==> src/rtl/glyph_renderer.sv <==
// Text-box overlay for a VGA pixel stream: looks up glyph rows in an external 32x32 font ROM
// and re-times the sync/video signals so everything leaves aligned, two clocks after pixel_x/pixel_y.
module glyph_renderer #(
    parameter int          NUM_CHARS = 4,
    parameter logic [9:0]  X0        = 10'd64,
    parameter logic [9:0]  Y0        = 10'd64,
    parameter logic [11:0] FG_RGB    = 12'hFFF,
    parameter logic [11:0] BG_RGB    = 12'h000
) (
    input  logic                   clk,
    input  logic                   reset_n,
    input  logic [9:0]             pixel_x,
    input  logic [9:0]             pixel_y,
    input  logic                   video_on,
    input  logic                   hsync_in,
    input  logic                   vsync_in,
    input  logic [2*NUM_CHARS-1:0] text_in,
    input  logic                   upd_req,
    output logic                   upd_ack,
    output logic [6:0]             rom_addr,
    input  logic [31:0]            rom_data,
    output logic                   pixel_on,
    output logic [11:0]            rgb,
    output logic                   hsync_out,
    output logic                   vsync_out,
    output logic                   video_on_out
);

    localparam int          IDX_W = (NUM_CHARS > 1) ? $clog2(NUM_CHARS) : 1;
    localparam int          DX_W  = 5 + IDX_W;
    localparam logic [10:0] X_END = 11'(X0) + 11'(32 * NUM_CHARS);
    localparam logic [10:0] Y_END = 11'(Y0) + 11'd32;
    localparam logic [1:0]  BLANK_CODE = 2'b11;

    logic [2*NUM_CHARS-1:0] text_q, text_d;
    logic                   upd_ack_q, upd_ack_d;
    logic                   vsync_prev_q;
    logic                   frame_start;

    logic [DX_W-1:0]        dx;
    logic [4:0]             row;
    logic [IDX_W-1:0]       idx;
    logic [1:0]             code;
    logic                   in_box;

    logic [4:0]             col_p1_q, col_p1_d;
    logic                   in_box_p1_q, in_box_p1_d;
    logic                   blank_p1_q, blank_p1_d;
    logic                   video_p1_q, video_p1_d;
    logic                   hsync_p1_q, hsync_p1_d;
    logic                   vsync_p1_q, vsync_p1_d;

    logic                   pixel_on_q, pixel_on_d;
    logic [11:0]            rgb_q, rgb_d;
    logic                   hsync_p2_q, hsync_p2_d;
    logic                   vsync_p2_q, vsync_p2_d;
    logic                   video_p2_q, video_p2_d;

    // Text register only ever changes on the vsync falling edge, so a frame never tears.
    always_comb begin
        frame_start = vsync_prev_q & ~vsync_in;
        text_d      = text_q;
        upd_ack_d   = 1'b0;
        if (frame_start && upd_req) begin
            text_d    = text_in;
            upd_ack_d = 1'b1;
        end
    end

    // Stage 0: box decode and ROM address; compares are 11 bits wide so X_END cannot wrap.
    always_comb begin
        dx     = pixel_x[DX_W-1:0] - X0[DX_W-1:0];
        row    = pixel_y[4:0] - Y0[4:0];
        idx    = dx[5 +: IDX_W];
        in_box = ({1'b0, pixel_x} >= 11'(X0)) && ({1'b0, pixel_x} < X_END) &&
                 ({1'b0, pixel_y} >= 11'(Y0)) && ({1'b0, pixel_y} < Y_END);
        code   = BLANK_CODE;
        for (int i = 0; i < NUM_CHARS; i++) begin
            if (idx == IDX_W'(i)) begin
                code = text_q[2*i +: 2];
            end
        end
        rom_addr = in_box ? {code, row} : 7'h00;
    end

    // Stage 1: carry per-pixel context alongside the ROM read
    always_comb begin
        col_p1_d    = dx[4:0];
        in_box_p1_d = in_box;
        blank_p1_d  = (code == BLANK_CODE);
        video_p1_d  = video_on;
        hsync_p1_d  = hsync_in;
        vsync_p1_d  = vsync_in;
    end

    // Stage 2: ROM row is now valid; pick the column bit (bit 31 is the leftmost pixel)
    always_comb begin
        pixel_on_d = video_p1_q & in_box_p1_q & ~blank_p1_q & rom_data[5'd31 - col_p1_q];
        rgb_d      = video_p1_q ? (pixel_on_d ? FG_RGB : BG_RGB) : 12'h000;
        hsync_p2_d = hsync_p1_q;
        vsync_p2_d = vsync_p1_q;
        video_p2_d = video_p1_q;
    end

    always_ff @(posedge clk or negedge reset_n) begin
        if (!reset_n) begin
            text_q       <= '1;
            upd_ack_q    <= 1'b0;
            vsync_prev_q <= 1'b1;
            col_p1_q     <= 5'd0;
            in_box_p1_q  <= 1'b0;
            blank_p1_q   <= 1'b0;
            video_p1_q   <= 1'b0;
            hsync_p1_q   <= 1'b1;
            vsync_p1_q   <= 1'b1;
            pixel_on_q   <= 1'b0;
            rgb_q        <= 12'h000;
            hsync_p2_q   <= 1'b1;
            vsync_p2_q   <= 1'b1;
            video_p2_q   <= 1'b0;
        end else begin
            text_q       <= text_d;
            upd_ack_q    <= upd_ack_d;
            vsync_prev_q <= vsync_in;
            col_p1_q     <= col_p1_d;
            in_box_p1_q  <= in_box_p1_d;
            blank_p1_q   <= blank_p1_d;
            video_p1_q   <= video_p1_d;
            hsync_p1_q   <= hsync_p1_d;
            vsync_p1_q   <= vsync_p1_d;
            pixel_on_q   <= pixel_on_d;
            rgb_q        <= rgb_d;
            hsync_p2_q   <= hsync_p2_d;
            vsync_p2_q   <= vsync_p2_d;
            video_p2_q   <= video_p2_d;
        end
    end

    assign upd_ack      = upd_ack_q;
    assign pixel_on     = pixel_on_q;
    assign rgb          = rgb_q;
    assign hsync_out    = hsync_p2_q;
    assign vsync_out    = vsync_p2_q;
    assign video_on_out = video_p2_q;

endmodule

==> config.mk <==
export PLATFORM = sky130hd
export DESIGN_NAME = glyph_renderer
export DESIGN_NICKNAME = d
export VERILOG_FILES = /design/src/rtl/glyph_renderer.sv
export SDC_FILE = /design/constraint.sdc
export NUM_CORES = 1
export LEC_CHECK = 0
export ABC_CLOCK_PERIOD_IN_PS = 2750
export BUFFER_PORTS_ARGS = -buffer_cell sky130_fd_sc_hd__buf_2
export CAP_MARGIN = 20
export CORE_ASPECT_RATIO = 0.5
export CORE_MARGIN = 2
export CORE_UTILIZATION = 25
export CTS_BUF_LIST = sky130_fd_sc_hd__clkbuf_8
export CTS_CLUSTER_DIAMETER = 60
export DETAILED_ROUTE_END_ITERATION = 6
export GPL_ROUTABILITY_DRIVEN = 0
export PLACE_DENSITY_LB_ADDON = 0.25
export SETUP_SLACK_MARGIN = 0.05
export SKIP_CTS_REPAIR_TIMING = 1
export SYNTH_ARGS = -nofsm -noshare
export SYNTH_HDL_FRONTEND = slang
export SYNTH_SLANG_ARGS = --single-unit
==> constraint.sdc <==
create_clock -name clk -period 2.75 [get_ports clk]
set_input_delay 0.275 -clock clk [delete_from_list [all_inputs] [get_ports clk]]
set_output_delay 0.275 -clock clk [all_outputs]
set_load 0.05 [all_outputs]
# == Yosys cells after proc, flatten, opt, wreduce, memory -nomap -nowiden ==
# Cells that the tools add are included.
# totals
output_inout_bits,24
wordCells,45
inputBits,66
reg_bits,35
# op_classes
add_sub_neg,2
n_lt_le_gt_ge,5
n_bitwise,6
eq_ne,4
reduce_logical,5
mux,10
# ops
cell,n
two-way mux 12 bit,2
>= comparator 10 x 7 -> 1 bit (second input constant),2
< comparator 10 x 7 -> 1 bit (second input constant),1
< comparator 10 x 8 -> 1 bit (second input constant),1
two-way mux 2 bit,4
two-way mux 7 bit,1
subtractor 7 bit (second input constant),1
equality test 2 bit (second input constant),3
< comparator 5 x 6 -> 1 bit (second input constant),1
binary-select mux 1 bit (select 5 bit),1
subtractor 5 bit (first input constant),1
bitwise AND 1 bit,4
logical AND 1 bit,4
equality test 2 x 1 -> 1 bit (second input constant),1
logical NOT 2 bit,1
two-way mux 1 bit,2
inverter 1 bit,2

# == Logic depth before layout (Yosys ltp) ==
# depth
depth_word,7
mapped_depth,5

# == Worst setup path before layout ==
# Ideal clock, no wire load.
# synth_timing
path_kind,reg2reg
startpoint,register col_p1_q[1]
endpoint,"register pixel_on_q, in the netlist pixel_on"
arrival_time_ps,1479
synth_period_minus_slack_ps,1615
path_stages_with_launch,5
n_path_buf,1
setup_time_ps,137
t_required_ps,2613
setup_slack_ps,1135
path_cell_list,dfrtp_1 > buf_6 > mux4_1 > a2111oi_4 > a311oi_1
# synth_between
elab_chain_len,4
# synth_lines
item,line,text
from (decl),46,"logic [4:0] col_p1_q, col_p1_d;"
from (signal assigned),125,col_p1_q <= col_p1_d;
subtractor 5 bit,98,pixel_on_d = video_p1_q & in_box_p1_q & ~blank_p1_q & rom_data[5'd31 - col_p1_q];
binary-select mux 1 bit (select 5 bit),98,
two-way mux 1 bit (not written as such),98,
bitwise AND 1 bit,98,
via pixel_on_d,53,"logic pixel_on_q, pixel_on_d;"
to (signal assigned),131,pixel_on_q <= pixel_on_d;
to (decl),53,
# The timed path passes the listed nets, and every way through them passes these cells. The select of a mux whose other input is x is not followed.
# A chain may end at the register's enable or synchronous reset.

# == Final worst setup path ==
# Same ends and word-level chain as after synthesis.

==> flow_summary.json <==
{
  "status": "finished, violations left",
  "failed_checks": "hold timing",
  "max_freq_mhz": 545,
  "cp.buffers_inverters": 0,
  "clkTransAtPathRegs_ps": 90,
  "rows": 18,
  "ios": 90,
  "drt_iter0_markers": 23,
  "grt_pass1_vias": 946,
  "hold_viol_final": 12,
  "finalCoreUtilization_pct": 35.9,
  "vias": 1019,
  "peakVddDrop_uv": 182,
  "finClkSkew_ps": 6.03,
  "syn_area_per_cell_um2": 12.4,
  "dpl_cell_area_um2": 1690,
  "largest_register_ffs": 8,
  "die_area_um2": 5700,
  "arrival_ps": 1970,
  "hp-class": "input pin to asynchronous set/reset pin",
  "routedWlPerCell_um": 10.7,
  "finalCriticalPeriod_ps": 1830,
  "r2r_setup_slack_ps": 920,
  "dp_slack_ps": 904,
  "cts_inserted_buffers": 3,
  "top_regs": "text_q x8, col_p1_q x5",
  "powerDensity_nw_per_um2": 487,
  "yosysWarnings": 0,
  "total_power_w": 0.000858,
  "start_util_pct": 25.8,
  "cts_root_buf": "clkbuf_8",
  "drv_slew": 0,
  "syn_area_um2": 1270,
  "fin_tns_setup_ps": 0,
  "layout_setup_ws_ps": 917,
  "synth_cells": 102,
  "avgViaCountPerCell": 4.06,
  "slowest_delay_ps": 580,
  "period_share_pct": 66.7,
  "grt_antenna_before_repair": 0,
  "antenna_left": 0,
  "clockBufferDepth": 2,
  "setup_violations": 0,
  "synth-seq-cells": 24,
  "synthDistinctLibCells": 24,
  "core_um2": 4910,
  "drc": 0,
  "grt_overflow": 0,
  "slew_headroom_pct": 66.2,
  "yosysSeqAreaShare_pct": 48.5,
  "grtUsageTotal_pct": 9.27,
  "insertion_delay_ps": 270,
  "fin_nets": 248,
  "syn-num-nets": 168,
  "drv_cap": 0,
  "whs_ps": -32.6,
  "critPathSlowestCell": "dfrtp_1",
  "largest_register": "text_q",
  "routed_wl_mm": 2.69,
  "cp-start-kind": "flip-flop",
  "post-route-cell-area_um2": 1760,
  "final_layout_size_suffix_gt1_share_pct": 60.8,
  "required_ps": 2890,
  "r2r_cells": 4,
  "p_leak_nw": 0.928,
  "grt_max_degree": 25,
  "drtPass1Iterations": 4,
  "cp_top_family": "flip-flops",
  "hpwl_mm": 2.30,
  "tightest_slew_ps": 507,
  "die_h_um": 54.4,
  "die_w_um": 105,
  "crit_type": "flip-flop to flip-flop",
  "numPortBuffers": 89,
  "clock-sinks": 24,
  "area_growth_pct": 39.0,
  "path_cells": "mux4_2 -> nor2b_1 -> a2111oi_4 -> a311oi_1",
  "grt_first_pass_wirelength_mm": 4.10,
  "path_depth": 4,
  "cts_tree": "done",
  "rsz0062_at_grt": "no",
  "end_kind": "flip-flop",
  "n_antenna_cell": 0,
  "htreeDepth": 1,
  "crit_fanout": 9
}
[cells in the final DEF (no fill, tap or decap)]
cell,Yosys,final
mux2_2,1,1
inv_1,2,2
mux4_2,3,3
nor2b_1,1,1
dfrtp_1,12,12
bufinv_16,0,1
nor4b_1,1,1
a2111oi_4,1,1
xor2_1,1,1
a311oi_1,2,2
nor2_1,2,2
nand3_1,2,2
nand3b_1,1,1
and2_1,8,8
buf_2,0,89
mux2i_1,3,3
dfstp_2,12,12
o211ai_1,1,1
mux4_1,6,6
a311o_1,1,1
clkbuf_8,0,3
clkinv_1,1,1
nand2_1,26,26
a31oi_1,1,1
[per-stage QoR]
| stage | hold slack, ps | cells |
|---|---|---|
| floorplan | -20.6 | 102 |
| global placement | 285 | 247 |
| detailed placement | 287 | 247 |
| CTS | -13.4 | 251 |
| global route | 13.4 | 251 |
| finish | -32.6 | 251 |
[cell usage after synthesis, drive strengths merged]
| library cell | instances | share of area, % |
|---|---|---|
| mux4 | 9 | 18 |
| nor2b | 1 | 0.49 |
| nand3b | 1 | 0.59 |
| nor4b | 1 | 0.69 |
| inv | 2 | 0.59 |
| mux2 | 1 | 0.89 |
| clkbuf | 1 | 0.39 |
| dfstp | 12 | 25 |
| o211ai | 1 | 0.59 |
| xor2 | 1 | 0.69 |
| buf | 13 | 8.3 |
| a31oi | 1 | 0.49 |
| clkinv | 1 | 0.30 |
| dfrtp | 12 | 24 |
| nor2 | 2 | 0.59 |
| nand2 | 26 | 7.7 |
| mux2i | 3 | 2.4 |
| nand3 | 2 | 0.79 |
| a311oi | 2 | 1.4 |
| a311o | 1 | 0.79 |
| a2111oi | 1 | 2.2 |
| and2 | 8 | 3.9 |
[kinds of logic after synthesis]
logic type      after synthesis  share of synthesized area [%]
compound gates                6                           5.43
xor+xnor                      1                          0.690
buf+inv                      17                           9.57
flops                        24                           48.5
mux                          13                           21.0
simple gates                 41                           14.8
[metal layers]
layer / part of all wire (%) / vias up / global-route usage (%)
met1: 40 / 486 / 10.2
met2: 55 / 27 / 18.4
met3: 4.3 / 2 / 2.50
li1: - / 504 / -
met5: 0 / - / 0
met4: 0.52 / 0 / 2.67
[final timing paths]
| path | start | endpoint |
|---|---|---|
| worst max-delay path | col_p1_q[1]$_DFF_PN0_ | pixel_on$_DFF_PN0_ |
| worst min-delay path | reset_n | col_p1_q[2]$_DFF_PN0_ |
| worst max register to register | col_p1_q[1]$_DFF_PN0_ | pixel_on$_DFF_PN0_ |
| worst min register to register | hsync_p1_q$_DFF_PN1_ | hsync_out$_DFF_PN1_ |
| max in group asynchronous | reset_n | text_q[5]$_DFFE_PN1P_ |
| min in group clk | hsync_in | hsync_p1_q$_DFF_PN1_ |
[cell type report]
type | instances | area, µm²
fill | 541 | 3150
clock buffer | 3 | 41.3
clock inverter | 1 | 30.0
sequential | 24 | 616
multi-input combinational | 61 | 532
tap | 70 | 87.6
timing repair buffer | 89 | 445
inverter | 3 | 11.3
[power by group]
group	switching (W)	leakage (nW)	total (W)	internal (W)
logic	0.0000579	0.616	0.000134	0.0000762
clock network	0.000111	0.0357	0.000306	0.000195
registers	0.0000204	0.276	0.000418	0.000398
Note: power is estimated with default switching activity, not from simulation.
